### src/rtl/alu_pkg.sv
`default_nettype none
// ============================================================================
//  Module      : alu_pkg
//  Description : Opcode, flag-index and FSM-state definitions for alu_pipe.
//  Revision    : 1.0 - initial release
// ============================================================================
package alu_pkg;

    localparam logic [2:0] ALU_OP_AND = 3'd0;
    localparam logic [2:0] ALU_OP_ADD = 3'd1;
    localparam logic [2:0] ALU_OP_SUB = 3'd2;
    localparam logic [2:0] ALU_OP_OR  = 3'd3;
    localparam logic [2:0] ALU_OP_XOR = 3'd4;
    localparam logic [2:0] ALU_OP_SLL = 3'd5;
    localparam logic [2:0] ALU_OP_SRA = 3'd6;
    localparam logic [2:0] ALU_OP_MUL = 3'd7;

    localparam int FLAG_Z = 3;
    localparam int FLAG_N = 2;
    localparam int FLAG_C = 1;
    localparam int FLAG_V = 0;

    typedef enum logic [0:0] {
        ST_IDLE = 1'b0,
        ST_MUL  = 1'b1
    } state_t;

endpackage
`default_nettype wire

### src/rtl/alu_pipe_if.sv
`default_nettype none
// ============================================================================
//  Module      : alu_pipe_if
//  Description : Request/result handshake bundle between EX issue and the ALU.
//  Revision    : 1.0 - initial release
// ============================================================================
interface alu_pipe_if #(
    parameter int WIDTH = 16
) ();

    logic             in_valid;
    logic             in_ready;
    logic [WIDTH-1:0] A;
    logic [WIDTH-1:0] B;
    logic [2:0]       ALUop;
    logic             out_valid;
    logic             out_ready;
    logic [WIDTH-1:0] Output;
    logic [3:0]       flags;

    modport master (
        output in_valid, A, B, ALUop, out_ready,
        input  in_ready, out_valid, Output, flags
    );

    modport slave (
        input  in_valid, A, B, ALUop, out_ready,
        output in_ready, out_valid, Output, flags
    );

endinterface
`default_nettype wire

### src/rtl/alu_mul_seq.sv
`default_nettype none
// ============================================================================
//  Module      : alu_mul_seq
//  Description : Iterative shift-add signed multiplier, one bit per cycle.
//  Revision    : 1.0 - initial release
// ============================================================================
module alu_mul_seq #(
    parameter int WIDTH = 16
) (
    input  wire logic               clk,
    input  wire logic               rst_n,
    input  wire logic               start,
    input  wire logic [WIDTH-1:0]   A,
    input  wire logic [WIDTH-1:0]   B,
    output logic                    done,
    output logic [2*WIDTH-1:0]      product
);

    localparam int CW = $clog2(WIDTH);

    logic               r_busy;
    logic [CW-1:0]      r_cnt;
    logic [WIDTH-1:0]   r_ma;
    logic [WIDTH-1:0]   r_mb;
    logic               r_neg;
    logic [2*WIDTH-1:0] r_acc;
    logic [2*WIDTH-1:0] w_addend;
    logic [2*WIDTH-1:0] w_acc_next;

    // Unsigned magnitudes: the most negative operand maps to 2**(WIDTH-1), which fits.
    assign w_addend   = r_mb[r_cnt] ? ({{WIDTH{1'b0}}, r_ma} << r_cnt) : '0;
    assign w_acc_next = r_acc + w_addend;
    assign done       = r_busy && (r_cnt == CW'(WIDTH - 1));
    assign product    = r_neg ? (~w_acc_next + (2*WIDTH)'(1)) : w_acc_next;

    always_ff @(posedge clk) begin
        if (!rst_n) begin
            r_busy <= 1'b0;
            r_cnt  <= '0;
            r_ma   <= '0;
            r_mb   <= '0;
            r_neg  <= 1'b0;
            r_acc  <= '0;
        end else if (start) begin
            r_busy <= 1'b1;
            r_cnt  <= '0;
            r_ma   <= A[WIDTH-1] ? (~A + WIDTH'(1)) : A;
            r_mb   <= B[WIDTH-1] ? (~B + WIDTH'(1)) : B;
            r_neg  <= A[WIDTH-1] ^ B[WIDTH-1];
            r_acc  <= '0;
        end else if (r_busy) begin
            r_acc <= w_acc_next;
            if (done) begin
                r_busy <= 1'b0;
                r_cnt  <= '0;
            end else begin
                r_cnt <= r_cnt + CW'(1);
            end
        end
    end

endmodule
`default_nettype wire

### src/rtl/alu_pipe.sv
`default_nettype none
// ============================================================================
//  Module      : alu_pipe
//  Description : EX-stage ALU with valid/ready handshake, flags and iterative MUL.
//  Revision    : 1.0 - initial release
// ============================================================================
module alu_pipe
    import alu_pkg::*;
#(
    parameter int WIDTH = 16
) (
    input  wire logic   clk,
    input  wire logic   rst_n,
    alu_pipe_if.slave   bus
);

    localparam int SHW = $clog2(WIDTH);

    state_t             r_state;
    state_t             w_state_next;
    logic               r_out_valid;
    logic [WIDTH-1:0]   r_output;
    logic [3:0]         r_flags;

    logic               w_in_ready;
    logic               w_accept;
    logic               w_mul_start;
    logic               w_mul_done;
    logic [2*WIDTH-1:0] w_product;
    logic               w_mul_ovf;
    logic [SHW-1:0]     w_shamt;
    logic [WIDTH:0]     w_sum;
    logic [WIDTH:0]     w_diff;
    logic [WIDTH-1:0]   w_result;
    logic               w_carry;
    logic               w_ovf;
    logic               w_wr;
    logic [WIDTH-1:0]   w_wr_result;
    logic [3:0]         w_wr_flags;

    assign w_in_ready  = rst_n && (r_state == ST_IDLE) && (!r_out_valid || bus.out_ready);
    assign w_accept    = bus.in_valid && w_in_ready;
    assign w_mul_start = w_accept && (bus.ALUop == ALU_OP_MUL);
    assign w_shamt     = bus.B[SHW-1:0];
    assign w_sum       = {1'b0, bus.A} + {1'b0, bus.B};
    assign w_diff      = {1'b0, bus.A} + {1'b0, ~bus.B} + (WIDTH+1)'(1);

    always_comb begin
        w_result = '0;
        w_carry  = 1'b0;
        w_ovf    = 1'b0;
        case (bus.ALUop)
            ALU_OP_AND: w_result = bus.A & bus.B;
            ALU_OP_ADD: begin
                w_result = w_sum[WIDTH-1:0];
                w_carry  = w_sum[WIDTH];
                w_ovf    = (bus.A[WIDTH-1] == bus.B[WIDTH-1]) && (w_sum[WIDTH-1] != bus.A[WIDTH-1]);
            end
            ALU_OP_SUB: begin
                w_result = w_diff[WIDTH-1:0];
                w_carry  = w_diff[WIDTH];
                w_ovf    = (bus.A[WIDTH-1] != bus.B[WIDTH-1]) && (w_diff[WIDTH-1] != bus.A[WIDTH-1]);
            end
            ALU_OP_OR:  w_result = bus.A | bus.B;
            ALU_OP_XOR: w_result = bus.A ^ bus.B;
            ALU_OP_SLL: w_result = bus.A << w_shamt;
            ALU_OP_SRA: w_result = $signed(bus.A) >>> w_shamt;
            default:    w_result = '0;
        endcase
    end

    alu_mul_seq #(
        .WIDTH   (WIDTH)
    ) u_mul (
        .clk     (clk),
        .rst_n   (rst_n),
        .start   (w_mul_start),
        .A       (bus.A),
        .B       (bus.B),
        .done    (w_mul_done),
        .product (w_product)
    );

    // Overflow when the full product differs from the sign extension of its low half.
    assign w_mul_ovf = (w_product != {{WIDTH{w_product[WIDTH-1]}}, w_product[WIDTH-1:0]});

    assign w_wr        = (w_accept && !w_mul_start) || w_mul_done;
    assign w_wr_result = w_mul_done ? w_product[WIDTH-1:0] : w_result;

    always_comb begin
        w_wr_flags         = '0;
        w_wr_flags[FLAG_Z] = (w_wr_result == '0);
        w_wr_flags[FLAG_N] = w_wr_result[WIDTH-1];
        w_wr_flags[FLAG_C] = w_mul_done ? 1'b0 : w_carry;
        w_wr_flags[FLAG_V] = w_mul_done ? w_mul_ovf : w_ovf;
    end

    always_ff @(posedge clk) begin
        if (!rst_n) begin
            r_state <= ST_IDLE;
        end else begin
            r_state <= w_state_next;
        end
    end

    always_comb begin
        w_state_next = r_state;
        case (r_state)
            ST_IDLE: if (w_mul_start) w_state_next = ST_MUL;
            ST_MUL:  if (w_mul_done)  w_state_next = ST_IDLE;
            default: w_state_next = ST_IDLE;
        endcase
    end

    // A fresh write wins over the consume-clear, giving one result per cycle.
    always_ff @(posedge clk) begin
        if (!rst_n) begin
            r_out_valid <= 1'b0;
            r_output    <= '0;
            r_flags     <= '0;
        end else if (w_wr) begin
            r_out_valid <= 1'b1;
            r_output    <= w_wr_result;
            r_flags     <= w_wr_flags;
        end else if (r_out_valid && bus.out_ready) begin
            r_out_valid <= 1'b0;
        end
    end

    assign bus.in_ready  = w_in_ready;
    assign bus.out_valid = r_out_valid;
    assign bus.Output    = r_output;
    assign bus.flags     = r_flags;

endmodule
`default_nettype wire

### src/flat_wrapper.sv
// flat-port wrapper written by rule: the top's interface ports become plain ports
module alu_pipe_flat import alu_pkg::*;
#(
    parameter int WIDTH = 16
)
  (clk, rst_n, bus_in_valid, bus_A, bus_B, bus_ALUop, bus_out_ready, bus_in_ready, bus_out_valid, bus_Output, bus_flags);
  alu_pipe_if #(.WIDTH(WIDTH)) bus_i ();
  input  wire logic clk;
  input  wire logic rst_n;
  input wire logic [$bits(bus_i.in_valid)-1:0] bus_in_valid;
  input wire logic [$bits(bus_i.A)-1:0] bus_A;
  input wire logic [$bits(bus_i.B)-1:0] bus_B;
  input wire logic [$bits(bus_i.ALUop)-1:0] bus_ALUop;
  input wire logic [$bits(bus_i.out_ready)-1:0] bus_out_ready;
  output wire logic [$bits(bus_i.in_ready)-1:0] bus_in_ready;
  output wire logic [$bits(bus_i.out_valid)-1:0] bus_out_valid;
  output wire logic [$bits(bus_i.Output)-1:0] bus_Output;
  output wire logic [$bits(bus_i.flags)-1:0] bus_flags;
  assign bus_i.in_valid = bus_in_valid;
  assign bus_i.A = bus_A;
  assign bus_i.B = bus_B;
  assign bus_i.ALUop = bus_ALUop;
  assign bus_i.out_ready = bus_out_ready;
  assign bus_in_ready = bus_i.in_ready;
  assign bus_out_valid = bus_i.out_valid;
  assign bus_Output = bus_i.Output;
  assign bus_flags = bus_i.flags;
  alu_pipe #(.WIDTH(WIDTH)) u_core (.clk(clk), .rst_n(rst_n), .bus(bus_i));
endmodule
### config.mk
export PLATFORM = sky130hd
export DESIGN_NAME = alu_pipe_flat
export DESIGN_NICKNAME = d
export VERILOG_FILES = /design/src/rtl/alu_pkg.sv /design/src/rtl/alu_pipe_if.sv /design/src/rtl/alu_mul_seq.sv /design/src/rtl/alu_pipe.sv /design/src/flat_wrapper.sv
export SDC_FILE = /design/constraint.sdc
export NUM_CORES = 1
export LEC_CHECK = 0
export CAP_MARGIN = 0
export CORE_MARGIN = 1
export CORE_UTILIZATION = 25
export CTS_BUF_LIST = sky130_fd_sc_hd__clkbuf_16
export CTS_CLUSTER_SIZE = 25
export DETAILED_ROUTE_END_ITERATION = 10
export SKIP_CTS_REPAIR_TIMING = 1
export SLEW_MARGIN = 20
export SYNTH_ARGS = -nofsm -noshare
export SYNTH_HDL_FRONTEND = slang
export SYNTH_SLANG_ARGS = --single-unit
### constraint.sdc
create_clock -name clk -period 7.2 [get_ports clk]
set_clock_uncertainty 0.1 [all_clocks]
set_input_delay 0.72 -clock clk [delete_from_list [all_inputs] [get_ports clk]]
set_output_delay 0.72 -clock clk [all_outputs]
set_load 0.03 [all_outputs]
==> flow_summary.toml <==
[critical_path]
cp_max_fo = 15
reg2reg_slack_ns = 0.62
crit_type = "flop to flop"
r2r_cells = 18
cp_num_buf_inv = 1
cp-end-kind = "flop"
slowest_stage = "a2111oi_1"
required_ns = 7.33
cp-start-kind = "flop"
rr_endpoint = "u_core.bus.flags[0]$_SDFFE_PN0P_"
cp.arrival_ns = 6.71
cp.depth = 18
r2r_start = "u_core.u_mul.r_cnt[0]$_SDFFE_PP0P_"
cp_top_family = "compound AO/OA/AOI/OAI gates"
cp_cell_sequence = "buf_4, mux4_2, a32oi_1, nor2_1, ha_1, and3_1, a2111oi_1, nor4_1, o31ai_1, xor2_1, nand2_1, or3_1, o21ai_0, a32o_1, o2111ai_1, a2111oi_0, a31o_1, a211oi_2"
worst_path_largest_cell_delay_ns = 0.76

[yosys]
synth-edff-count = 0
synth_top_cells_by_area = "dfxtp_1, ha_1, mux4_2"
synth.distinct_cells = 82
synth_flop_cell = "dfxtp_1"
synthCells = 1565
ys_seq_elements = 91
synthDominantCellAreaShare_pct = 15.8
yosysTopAreaCell = "dfxtp_1"
avgSynthCellArea_um2 = 7.35
synth_area_um2 = 11500
synth_seq_area_share_pct = 15.8
async_flop_share_pct = 0
synth_nets = 1691
yosysWarnings = 0

[drt]
finalWirelength_um = 40800
num_vias = 12044
ant_nets = 0
drcViolationCount = 0
avgViaCountPerCell = 5.59
wire_per_inst_um = 19.0
dr.first_iter.drc_count = 1254
firstDrtPassIters = 8

[place]
port_buffers = 60
place_ws_ns = 0.768
dp_cells = 2137
placed_area_um2 = 12600
dpl.hpwl_um = 31900
globalplace.congestion = 0.943

[timing]
maxSlewViolCount = 0
report.final.setup_viol = 0
worst_slew_pin_slew_ns = 1.06
period_minus_slack_ns = 6.58
relSlewSlack_pct = 29.4
setup_slack_ns = 0.624
holdWs_ns = 0.363
fin_tns_setup_ns = 0
post-route-period-util_pct = 91.3
rsz0062_at_grt = "false"
max_freq_ghz = 0.152
hold_viol_final = 0

[global_routing]
grt_use_total_pct = 17.3
gr-total-overflow = 0
antenna_found_initial = 0
grt_pass1_vias = 11377
grt_first_pass_wirelength_um = 64700
grt_max_degree = 70

[hold_path]
hp-class = "flop to flop"
min_to = "u_core.bus.Output[7]$_SDFFE_PN0P_"
min_from = "u_core.bus.Output[7]$_SDFFE_PN0P_"
min_path_cells = 2

[final_layout]
layout-drive-gt1-share_pct = 6.50
diodes = 0
num-nets-final = 1674
register_area_um2 = 1820
utilization_pct = 28.4
multi_input_area_um2 = 9010
instances_no_fill = 2153
area.growth.synth_to_final_pct = 12.0
fin_area_um2 = 12900
n_fill_cell = 4946

[cts]
htree_levels = 3
path_clk_slew_ns = 0.08
cts.sinks = 91
insertion_delay_ns = 0.36
cts_buffers = 9
root_buffer = "clkbuf_16"
cts_buffer_depth = 2
cts_tree = "built"

[floorplan]
coreArea_um2 = 45400
fp.dieW_um = 216
rows = 78
io-pin-count = 61
dieArea_um2 = 46900
initial_core_util_pct = 25.3
dieHeight_um = 216

[pwr]
ir_drop_uv = 88.5
finalPower_mw = 1.52
leakage_nw = 4.82
power.density_nw_per_um2 = 118

[run]
maxCapViolations = 0

[run_status]
status = "finished, final reports clean"
## report_power, final
| part | internal, mW | total, mW | switching [mW] |
|---|---|---|---|
| clock | 0.248 | 0.493 | 0.246 |
| combinational | 0.189 | 0.494 | 0.304 |
| sequential | 0.516 | 0.529 | 0.0134 |
| total | 0.953 | 1.52 | 0.563 |
## area by class of cell
class,instances,share of cell area [%]
inverter,66,1.92
sequential,91,14.1
multi-input combinational,1299,70.0
clock inverter,7,0.592
clock buffer,9,1.75
tap,600,5.83
timing repair buffer,81,5.81
## layer usage
layer  wire (µm)  up-vias  share of wire (%)  global-route usage, %
li1            -     5738                  -                      -
met1       18300     5754                 45                   23.6
met2       18500      477                 45                   27.9
met3        2920       75                7.1                   2.41
met4        1120        0                2.7                   5.80
met5           0        -                  0                      0
## logic make-up (layout without fill, tap and decap cells)
logic type | count (synthesis) | count (layout) | synth area share, %
adders and majority gates | 87 | 87 | 9.66
DFF | 91 | 91 | 15.8
muxes | 102 | 102 | 12.8
buffers and inverters | 175 | 163 | 5.83
xor gates and xnor gates | 82 | 82 | 6.24
AOI/OAI and AO/OA | 475 | 475 | 27.1
and+or+nand+nor | 553 | 553 | 22.6
## flip-flops by register name (all words and copies together) (netlist names)
name,flops
u_core.bus.Output,15
u_core.bus.flags,4
u_core.bus.out_valid,1
u_core.r_state,1
u_core.u_mul.r_acc,32
u_core.u_mul.r_busy,1
u_core.u_mul.r_cnt,4
u_core.u_mul.r_ma,16
u_core.u_mul.r_mb,16
u_core.u_mul.r_neg,1
## worst register-to-register path: stages, from the launching register on
cell and delay, ns:
dfxtp_1 0.51, buf_4 0.31, mux4_2 0.56, a32oi_1 0.27, nor2_1 0.08, ha_1 0.40, and3_1 0.22, a2111oi_1 0.76
nor4_1 0.22, o31ai_1 0.45, xor2_1 0.53, nand2_1 0.23, or3_1 0.57, o21ai_0 0.15, a32o_1 0.16, o2111ai_1 0.12
a2111oi_0 0.50, a31o_1 0.24, a211oi_2 0.07
## cell usage after synthesis, drive strengths merged (8+ instances only)
master and number:
nand2 130, or4 8, a211oi 42, nand4 14, o31ai 19, nor2 200, nor2b 10, nor3 37
or3 14, mux2i 60, mux4 35, o221ai 9, nor3b 8, and2 20, a31oi 12, inv 63
o211ai 16, o21a 12, dfxtp 91, a221oi 8, clkbuf 93, nor4 11, ha 84, xnor2 64
nand3 61, and3 14, o22ai 15, o21ai 119, buf 16, a21oi 113, o21bai 12, xor2 18
a21o 20
## cells in the final DEF, fill, tap and decap left out, types with 16 or more instances in the layout
cell type / count
a211oi_1: 40
a21o_1: 20
a21oi_1: 113
and2_1: 20
buf_4: 21
clkdlybuf4s50_1: 58
dfxtp_1: 90
ha_1: 84
inv_1: 63
mux2i_1: 60
mux4_2: 35
nand2_1: 130
nand3_1: 60
nor2_1: 200
nor3_1: 37
o211ai_1: 16
o21ai_0: 112
o31ai_1: 18
xnor2_1: 64
xor2_1: 18
## worst max-delay path by stage
stage,from,to
final,u_core.u_mul.r_cnt[0]$_SDFFE_PP0P_,u_core.bus.flags[0]$_SDFFE_PN0P_
after global routing,u_core.u_mul.r_cnt[0]$_SDFFE_PP0P_,u_core.bus.flags[0]$_SDFFE_PN0P_
after CTS,u_core.u_mul.r_cnt[0]$_SDFFE_PP0P_,u_core.bus.flags[0]$_SDFFE_PN0P_
after detailed placement,u_core.u_mul.r_cnt[0]$_SDFFE_PP0P_,u_core.bus.flags[0]$_SDFFE_PN0P_
after global placement,u_core.u_mul.r_cnt[0]$_SDFFE_PP0P_,u_core.bus.flags[0]$_SDFFE_PN0P_
after floorplan,u_core.u_mul.r_cnt[0]$_SDFFE_PP0P_,u_core.bus.flags[0]$_SDFFE_PN0P_
No activity file was read; power rests on OpenSTA's default activity.
